## config.mk

```make
export PLATFORM = sky130hd
export DESIGN_NAME = uart_tx_sched
export DESIGN_NICKNAME = d
export VERILOG_FILES = /design/src/rtl/uart_pkg.sv /design/src/rtl/rr_arbiter.sv /design/src/rtl/uart_tx_sched.sv
export SDC_FILE = /design/constraint.sdc
export NUM_CORES = 1
export LEC_CHECK = 0
export CAP_MARGIN = 20
export CORE_ASPECT_RATIO = 2
export CORE_MARGIN = 2
export CORE_UTILIZATION = 52
export CTS_CLUSTER_DIAMETER = 150
export DETAILED_ROUTE_END_ITERATION = 10
export PLACE_DENSITY_LB_ADDON = 0.2
export REMOVE_ABC_BUFFERS = 1
export SYNTH_ARGS = -nofsm -noshare
export SYNTH_HDL_FRONTEND = slang
export SYNTH_SLANG_ARGS = --single-unit
```

## constraint.sdc

```tcl
create_clock -name clk -period 6.8 [get_ports clk]
set_input_delay 0.68 -clock clk [delete_from_list [all_inputs] [get_ports clk]]
set_output_delay 0.68 -clock clk [all_outputs]
set_load 0.02 [all_outputs]
```

## src/rtl/uart_pkg.sv

```systemverilog
// Shared definitions for the UART transmit scheduler: the byte width and
// the scheduler state encoding.
package uart_pkg;

  localparam int DATA_W = 8;

  typedef enum logic [1:0] {
    IDLE      = 2'd0,
    ISSUE     = 2'd1,
    WAIT_BUSY = 2'd2,
    WAIT_DONE = 2'd3
  } sched_state_t;

endpackage

```

## src/rtl/rr_arbiter.sv

```systemverilog
// Combinational round-robin arbiter. The winner is the first set request
// found when searching upward from ptr+1, wrapping modulo NREQ. Produces a
// one-hot grant, the winner index and a flag that any request won.
module rr_arbiter #(
  parameter int NREQ = 4,
  parameter int IDW  = $clog2(NREQ)
) (
  input  logic [NREQ-1:0] req,
  input  logic [IDW-1:0]  ptr,
  output logic [NREQ-1:0] gnt,
  output logic [IDW-1:0]  gnt_idx,
  output logic            any_gnt
);

  logic [IDW-1:0] cand;

  // Scan the requests starting just after the pointer; the first hit wins.
  always_comb begin
    gnt     = '0;
    gnt_idx = '0;
    any_gnt = 1'b0;
    cand    = '0;
    for (int off = 1; off <= NREQ; off++) begin
      cand = IDW'((int'(ptr) + off) % NREQ);
      if (!any_gnt && req[cand]) begin
        any_gnt   = 1'b1;
        gnt_idx   = cand;
        gnt[cand] = 1'b1;
      end
    end
  end

endmodule

```

## src/rtl/uart_tx_sched.sv

```systemverilog
// Round-robin scheduler sharing one byte-wide UART transmitter among NREQ
// requesters. Bytes are accepted over per-requester valid/ready handshakes
// and forwarded to the transmitter with a one-cycle tx_start pulse; the
// transmitter busy flag sequences frames back-to-back, and a frame whose
// busy flag never rises is abandoned after BUSY_TIMEOUT cycles.
// Optional build macro UART_TX_SCHED_LOCK_EN adds packet locking: after a
// byte with req_last low the scheduler only serves that requester until a
// byte with req_last high has been accepted.
module uart_tx_sched
  import uart_pkg::*;
#(
  parameter int NREQ         = 4,
  parameter int BUSY_TIMEOUT = 255
) (
  input  logic                     clk,
  input  logic                     reset,
  input  logic [NREQ-1:0]          req_valid,
  input  logic [DATA_W*NREQ-1:0]   req_data,
`ifdef UART_TX_SCHED_LOCK_EN
  input  logic [NREQ-1:0]          req_last,
  output logic                     locked,
`endif
  output logic [NREQ-1:0]          req_ready,
  output logic                     tx_start,
  output logic [DATA_W-1:0]        tx_data,
  input  logic                     tx_busy,
  output logic [$clog2(NREQ)-1:0]  grant_id,
  output logic                     timeout_err
);

  localparam int IDW = $clog2(NREQ);
  localparam int TW  = 8;

  sched_state_t    state, state_nxt;
  logic [IDW-1:0]  rr_ptr;
  logic [IDW-1:0]  win_idx;
  logic [NREQ-1:0] arb_req;
  logic [NREQ-1:0] win_gnt;
  logic            win_any;
  logic            accept;
  logic            timeout_hit;
  logic [TW-1:0]   timer;

`ifdef UART_TX_SCHED_LOCK_EN
  // While locked only the requester that owns the packet may compete.
  always_comb begin
    arb_req = req_valid;
    if (locked) begin
      arb_req = req_valid & (NREQ'(1) << grant_id);
    end
  end
`else
  // Every byte is arbitrated on its own.
  always_comb begin
    arb_req = req_valid;
  end
`endif

  rr_arbiter #(
    .NREQ (NREQ),
    .IDW  (IDW)
  ) u_arb (
    .req     (arb_req),
    .ptr     (rr_ptr),
    .gnt     (win_gnt),
    .gnt_idx (win_idx),
    .any_gnt (win_any)
  );

  // Next-state and handshake decode; ready is suppressed by a busy
  // transmitter or an asserted reset so nothing is offered during either.
  always_comb begin
    state_nxt   = state;
    req_ready   = '0;
    tx_start    = 1'b0;
    accept      = 1'b0;
    timeout_hit = 1'b0;
    case (state)
      IDLE: begin
        if (!reset && !tx_busy && win_any) begin
          req_ready = win_gnt;
          accept    = 1'b1;
          state_nxt = ISSUE;
        end
      end
      ISSUE: begin
        tx_start  = 1'b1;
        state_nxt = WAIT_BUSY;
      end
      WAIT_BUSY: begin
        if (tx_busy) begin
          state_nxt = WAIT_DONE;
        end else if (timer == TW'(BUSY_TIMEOUT - 1)) begin
          timeout_hit = 1'b1;
          state_nxt   = IDLE;
        end
      end
      WAIT_DONE: begin
        if (!tx_busy) begin
          state_nxt = IDLE;
        end
      end
      default: state_nxt = IDLE;
    endcase
  end

  // State register.
  always_ff @(posedge clk or posedge reset) begin
    if (reset) begin
      state <= IDLE;
    end else begin
      state <= state_nxt;
    end
  end

  // Datapath: latch the accepted byte and winner, run the busy watchdog
  // and keep the sticky timeout flag. The pointer resets to NREQ-1 so that
  // requester 0 is first in line.
  always_ff @(posedge clk or posedge reset) begin
    if (reset) begin
      tx_data     <= '0;
      grant_id    <= '0;
      rr_ptr      <= IDW'(NREQ - 1);
      timer       <= '0;
      timeout_err <= 1'b0;
`ifdef UART_TX_SCHED_LOCK_EN
      locked      <= 1'b0;
`endif
    end else begin
      if (accept) begin
        tx_data  <= req_data[DATA_W*win_idx +: DATA_W];
        grant_id <= win_idx;
        rr_ptr   <= win_idx;
`ifdef UART_TX_SCHED_LOCK_EN
        locked   <= !req_last[win_idx];
`endif
      end
      if (state == ISSUE) begin
        timer <= '0;
      end else if (state == WAIT_BUSY && !tx_busy) begin
        timer <= timer + 1'b1;
      end
      if (timeout_hit) begin
        timeout_err <= 1'b1;
`ifdef UART_TX_SCHED_LOCK_EN
        locked      <= 1'b0;
`endif
      end
    end
  end

endmodule

```

== Word level (Yosys, flattened, before mapping) ==
Cells that the tools add are included.

* Output and inout port bits: 16
* Bits in latches: 0
* Register bits after elaboration: 23
* ROM bits: 0
* Memories: 0
* Logic and storage cells: 91
* Bits in writable memories: 0
* Input port bits: 39

* Magnitude comparators: 8
* Multipliers: 0
* Reduce and logical (&&, ||, !) cells: 18
* Bitwise logic cells: 3
* Divide/modulo/power cells: 0
* Add/sub/neg operators: 5
* Shift-type cells: 1
* Equal/unequal tests: 7
* Muxes and demuxes: 43

{| class="wikitable"
|+ Operator list
! kind !! number
|-
| indexed part select 32 x 6 -> 8 bit || 1
|-
| 2-to-1 mux 4 bit || 6
|-
| 2-to-1 mux 1 bit || 18
|-
| 2-to-1 mux 2 bit || 8
|-
| 2-to-1 mux 8 bit || 2
|-
| less-than comparator 2 x 3 -> 1 bit (second input constant) || 4
|-
| OR 4 bit || 3
|-
| logical AND 1 bit || 10
|-
| adder 8 x 1 -> 8 bit (second input constant) || 1
|-
| binary-select mux 1 bit (select 2 bit) || 4
|-
| demux 1 bit (select 2 bit) || 4
|-
| == test 8 bit (second input constant) || 1
|-
| greater-or-equal comparator 2 x 1 -> 1 bit (second input constant) || 4
|-
| case mux 2 bit (4 select lines) || 1
|-
| logical NOT 1 bit || 5
|-
| adder 2 x 1 -> 2 bit (second input constant) || 2
|-
| adder 2 bit (second input constant) || 2
|-
| == test 2 bit (second input constant) || 2
|-
| != test 2 bit (second input constant) || 2
|-
| != test 3 bit (second input constant) || 1
|-
| AND reduction 3 bit || 1
|-
| == test 2 x 1 -> 1 bit (second input constant) || 1
|-
| logical NOT 2 bit || 1
|-
| nonzero test 2 bit || 1
|}

== Logic depth before layout (Yosys ltp) ==
* Word-level depth: 16
* Mapped depth: 11
* Depth with buffers taken out: 8

== By module ==
A second synthesis with hierarchy kept.

* Cell total of the unflattened synthesis: 175
* Area total of the unflattened synthesis: 1816.7 µm²

{| class="wikitable"
|+ Modules (own cells, without submodules)
! module !! cells each !! instances !! seq. area each (µm²) !! area each (µm²)
|-
| uart_tx_sched || 107 || 1 || 578.1 || 1291.2
|-
| rr_arbiter || 68 || 1 || 0.0 || 525.5
|}

== Least setup slack after synthesis ==
OpenSTA, ideal clock, no wires.

* Path type: register -> output
* Start point: register rr_ptr[0]
* End point: output req_ready[0]
* Data required time: 6.120 ns
* Arrival time: 2.717 ns
* Cell stages (with the launch flop): 11
* Setup slack: 3.403 ns
* Path buffers: 3
* Cells stage by stage: dfstp_2 buf_6 clkinv_1 ha_1 buf_2 buf_2 nor2_1 a211oi_1 a221o_1 o21ai_0 a21oi_1

* Word-level cells in the longest chain between the ends: 16
* Elaborated cells on any way between the ends: 52
* Classes of those cells: add/sub: 4; order compare: 8; mux: 26; bitwise: 3; reduce/logical: 11

{| class="wikitable"
|+ Ends and longest elaborated chain
! item !! line !! text
|-
| start, declared || uart_tx_sched.sv:35 || <nowiki>logic [IDW-1:0] rr_ptr;</nowiki>
|-
| start signal, assigned || uart_tx_sched.sv:123 || <nowiki>rr_ptr <= IDW'(NREQ - 1);</nowiki>
|-
| start signal, assigned || uart_tx_sched.sv:133 || <nowiki>rr_ptr <= win_idx;</nowiki>
|-
| branches (longest 14 deep; another with less-than comparator 2 x 3 -> 1 bit) || - ||
|-
| 2-to-1 mux 4 bit (*) || uart_tx_sched.sv:80 || <nowiki>if (!reset && !tx_busy && win_any) begin</nowiki>
|-
| 2-to-1 mux 4 bit (*) || uart_tx_sched.sv:78 || <nowiki>case (state)</nowiki>
|-
| end, declared || uart_tx_sched.sv:23 || <nowiki>output logic [NREQ-1:0] req_ready,</nowiki>
|}

Mark *: on every way between the ends. The select of a mux whose other input is x is not followed.

== Worst setup path after layout ==
Same ends and word-level chain as after synthesis.

==> flow_summary_export.csv <==
group,metric,value,unit
timing,worst_slew_pin_slew,853,ps
synth,synth_xor_area_share,0.457,%
synth,synth_edf_count,0,
status,status,"finished, final reports clean",
synth,ys_seq_area_share,30.2,%
setup_path,critPathMaxFanout,16,
timing,slew_headroom,43.1,%
route,drc,0,
floorplan,rows,31,
synth,synth-simple-area-share,18.1,%
synth,syn_avg_cell_area,8.83,sq um
flow_run,cap_violations,0,
timing,grt_setup_unrepaired,"false",
setup_path,worst-setup-path-type,"reg -> out",
timing,finalMaxSlewViolations,0,
timing,skew,3.44,ps
cts,post-cts-setup-buffers,0,
timing,fin_crit_sh,66.4,%
synth,synthAdderAreaFrac,6.53,%
synth,ys.flop_type,"dfrtp_1",
global_routing,grt_pass1_wl,8340,um
floorplan,ioPinCount,55,
route,totalWireLength,5100,um
floorplan,dieHeight,89.9,um
synth,syn_area,1920,sq um
route,routedWlPerCell,16.3,um
place,place_hpwl,4150,um
synth,syn_inst,217,
global_routing,grt_max_degree,24,
timing,fin_hold_ws,465,ps
cts,cts_max_level,1,
timing,setup-tns-final,0,ps
final_layout,regArea,578,sq um
final_layout,drive_above_1_share,7.58,%
route,drtAntennaViolNets,0,
floorplan,dieArea,4220,sq um
place,gp_congestion,0.896,
setup_path,rrSetupSlack,3480,ps
final_layout,antenna_cells,0,
global_routing,grt.total_usage,26.0,%
timing,hold_viol,0,
setup_path,cp.arrival,3840,ps
synth,synth_top_family_by_area,"compound AO/OA/AOI/OAI gates",
final_layout,fillCellCount,321,
floorplan,core,3570,sq um
route,via_per_inst,6.09,
synth,ys_types,46,
floorplan,die_w,46.9,um
final_layout,multiInputGateArea,1240,sq um
route,num_vias,1906,
synth,ys_seq_elements,23,
power,ir_drop,339,uV
global_routing,grt_pass1_vias,1900,
global_routing,antenna_found_initial,0,
cts,cts_sinks,23,
cts,cts_root_buf,"clkbuf_8",
timing,max_freq,0.221,GHz
place,port_buffers,54,
route,drt_iter0_drc,59,
setup_path,critPathLaunchType,"register",
global_routing,overflow,0,
floorplan,start_util,53.7,%
synth,synth_compound_area_share,26.8,%
synth,async_reset_ff_share,100,%
cts,cts_resized,0,
timing,setup_viol,0,
cts,cts_tree,"yes",
cts,ctsHoldBuffers,0,
setup_path,end_kind,"primary output",
final_layout,fin_nets,314,
cts,path_clk_slew,80,ps
synth,muxShareOfSynthArea,13.0,%
cts,numCtsBuffers,3,
timing,fin_crit,4520,ps
min_path,hold_path.class,"reg -> reg",
setup_path,cp.required,6120,ps
route,dr.pass1.iters,4,
cts,worstSkewPairLatency,260,ps
cts,cts_max_path_buffers,2,
power,power.leakage,1.01,nW
synth,synth_warnings,0,
final_layout,areaGrowthSynthToFinish,30.4,%
power,p_per_area,372,nW/um^2
==> critical path, cell delays in order, from the launching register on <==
cell	delay [ps]
dfstp_2	770
clkinv_1	380
ha_1	750
nor2_1	100
a211oi_1	480
a221o_1	240
o21ai_0	80
a21oi_1	160
clkdlybuf4s50_1	620
==> sequential cells by signal (all words and copies together) (netlist names) <==
register / flops
grant_id: 2
rr_ptr: 2
state: 2
timeout_err: 1
timer: 8
tx_data: 8
==> power by group <==
group          internal, mW  switching, mW
clock                0.0414         0.0431
sequential            0.186         0.0530
combinational         0.271          0.334
total                 0.499          0.430
==> kinds of logic (layout without fill, tap and decap cells) <==
logic type                 Yosys count  in the layout
DFF                                 23             23
adders and majority gates           10             10
xor gates and xnor gates             1              1
muxes                               20             20
buffers and inverters               17             64
and+or+nand+nor                     72             72
AOI/OAI and AO/OA                   74             74
==> cell usage after synthesis, types with 2 or more instances <==
master / number / area, sq um
nand2_1: 27 / 101
o21ai_0: 23 / 115
dfrtp_1: 21 / 526
nor2_1: 18 / 67.6
mux2i_1: 11 / 110
ha_1: 10 / 125
a31oi_1: 8 / 50.1
a21o_1: 5 / 37.5
a21oi_1: 5 / 25.0
a221o_1: 5 / 50.1
clkbuf_1: 5 / 18.8
mux2_2: 5 / 56.3
nor3_1: 5 / 25.0
a32oi_1: 4 / 35.0
inv_1: 4 / 15.0
nand4_1: 4 / 25.0
a2111o_1: 3 / 33.8
a221oi_1: 3 / 26.3
buf_2: 3 / 15.0
buf_6: 3 / 33.8
nand3_1: 3 / 15.0
nor3b_1: 3 / 22.5
o211ai_1: 3 / 22.5
o221ai_1: 3 / 26.3
o31ai_1: 3 / 22.5
or3_1: 3 / 18.8
a211oi_1: 2 / 15.0
and2_1: 2 / 12.5
dfstp_2: 2 / 52.6
mux2i_4: 2 / 45.0
nand2b_1: 2 / 12.5
nor4_1: 2 / 12.5
o22ai_1: 2 / 12.5
==> path summary, 6_finish.rpt <==
path / start / end / depth (start not counted)
setup / recovery: rr_ptr[0] / req_ready[0] / 8
min in group asynchronous: reset / state[1] / 2
hold / removal: timeout_err / timeout_err / 1
max in group asynchronous: reset / tx_data[7] / 2
setup reg to reg: rr_ptr[0] / tx_data[2] / 7
hold reg to reg: timeout_err / timeout_err / 1
==> metrics by stage <==
step           instances  instance area [sq um]  utilization, %  setup WS [ps]  power (mW)
2_1_floorplan        205                   1840               -           3410       0.648
3_3_place_gp         309                   2450            68.7           2670       0.831
3_5_place_dp         309                   2450            68.7           2590       0.845
4_1_cts              313                   2500            70.1           2330       0.932
5_1_grt              313                   2500            70.1           2030       0.998
6_report             313                   2500            70.1           2280       0.929
==> metal layers <==
| metal | up-vias | GRT usage (%) | share of wire (%) |
|---|---|---|---|
| li1 | 923 | - | - |
| met1 | 904 | 27.5 | 34 |
| met2 | 61 | 47.9 | 59 |
| met3 | 18 | 2.41 | 3.6 |
| met4 | 0 | 9.72 | 3.2 |
| met5 | - | 0 | 0 |
==> cell usage in the layout (no fill, tap or decap), types with 4 or more instances in the layout <==
cell type / synthesis / routed
clkdlybuf4s50_1: 0 / 54
nand2_1: 27 / 27
o21ai_0: 23 / 22
dfrtp_1: 21 / 21
nor2_1: 18 / 18
mux2i_1: 11 / 11
ha_1: 10 / 10
a31oi_1: 8 / 8
mux2_2: 5 / 5
a21o_1: 5 / 5
nor3_1: 5 / 5
a21oi_1: 5 / 5
a221o_1: 5 / 5
nand4_1: 4 / 4
inv_1: 4 / 4
a32oi_1: 4 / 4
==> final cells by class <==
cell class / count / share of cell area [%]
Clock inverter: 1 / 0.300
Tap cell: 49 / 2.45
Multi-Input combinational cell: 177 / 49.8
Clock buffer: 3 / 1.65
Timing Repair Buffer: 55 / 21.9
Sequential cell: 23 / 23.1
Inverter: 5 / 0.751
(Power assumes the default switching activity.)
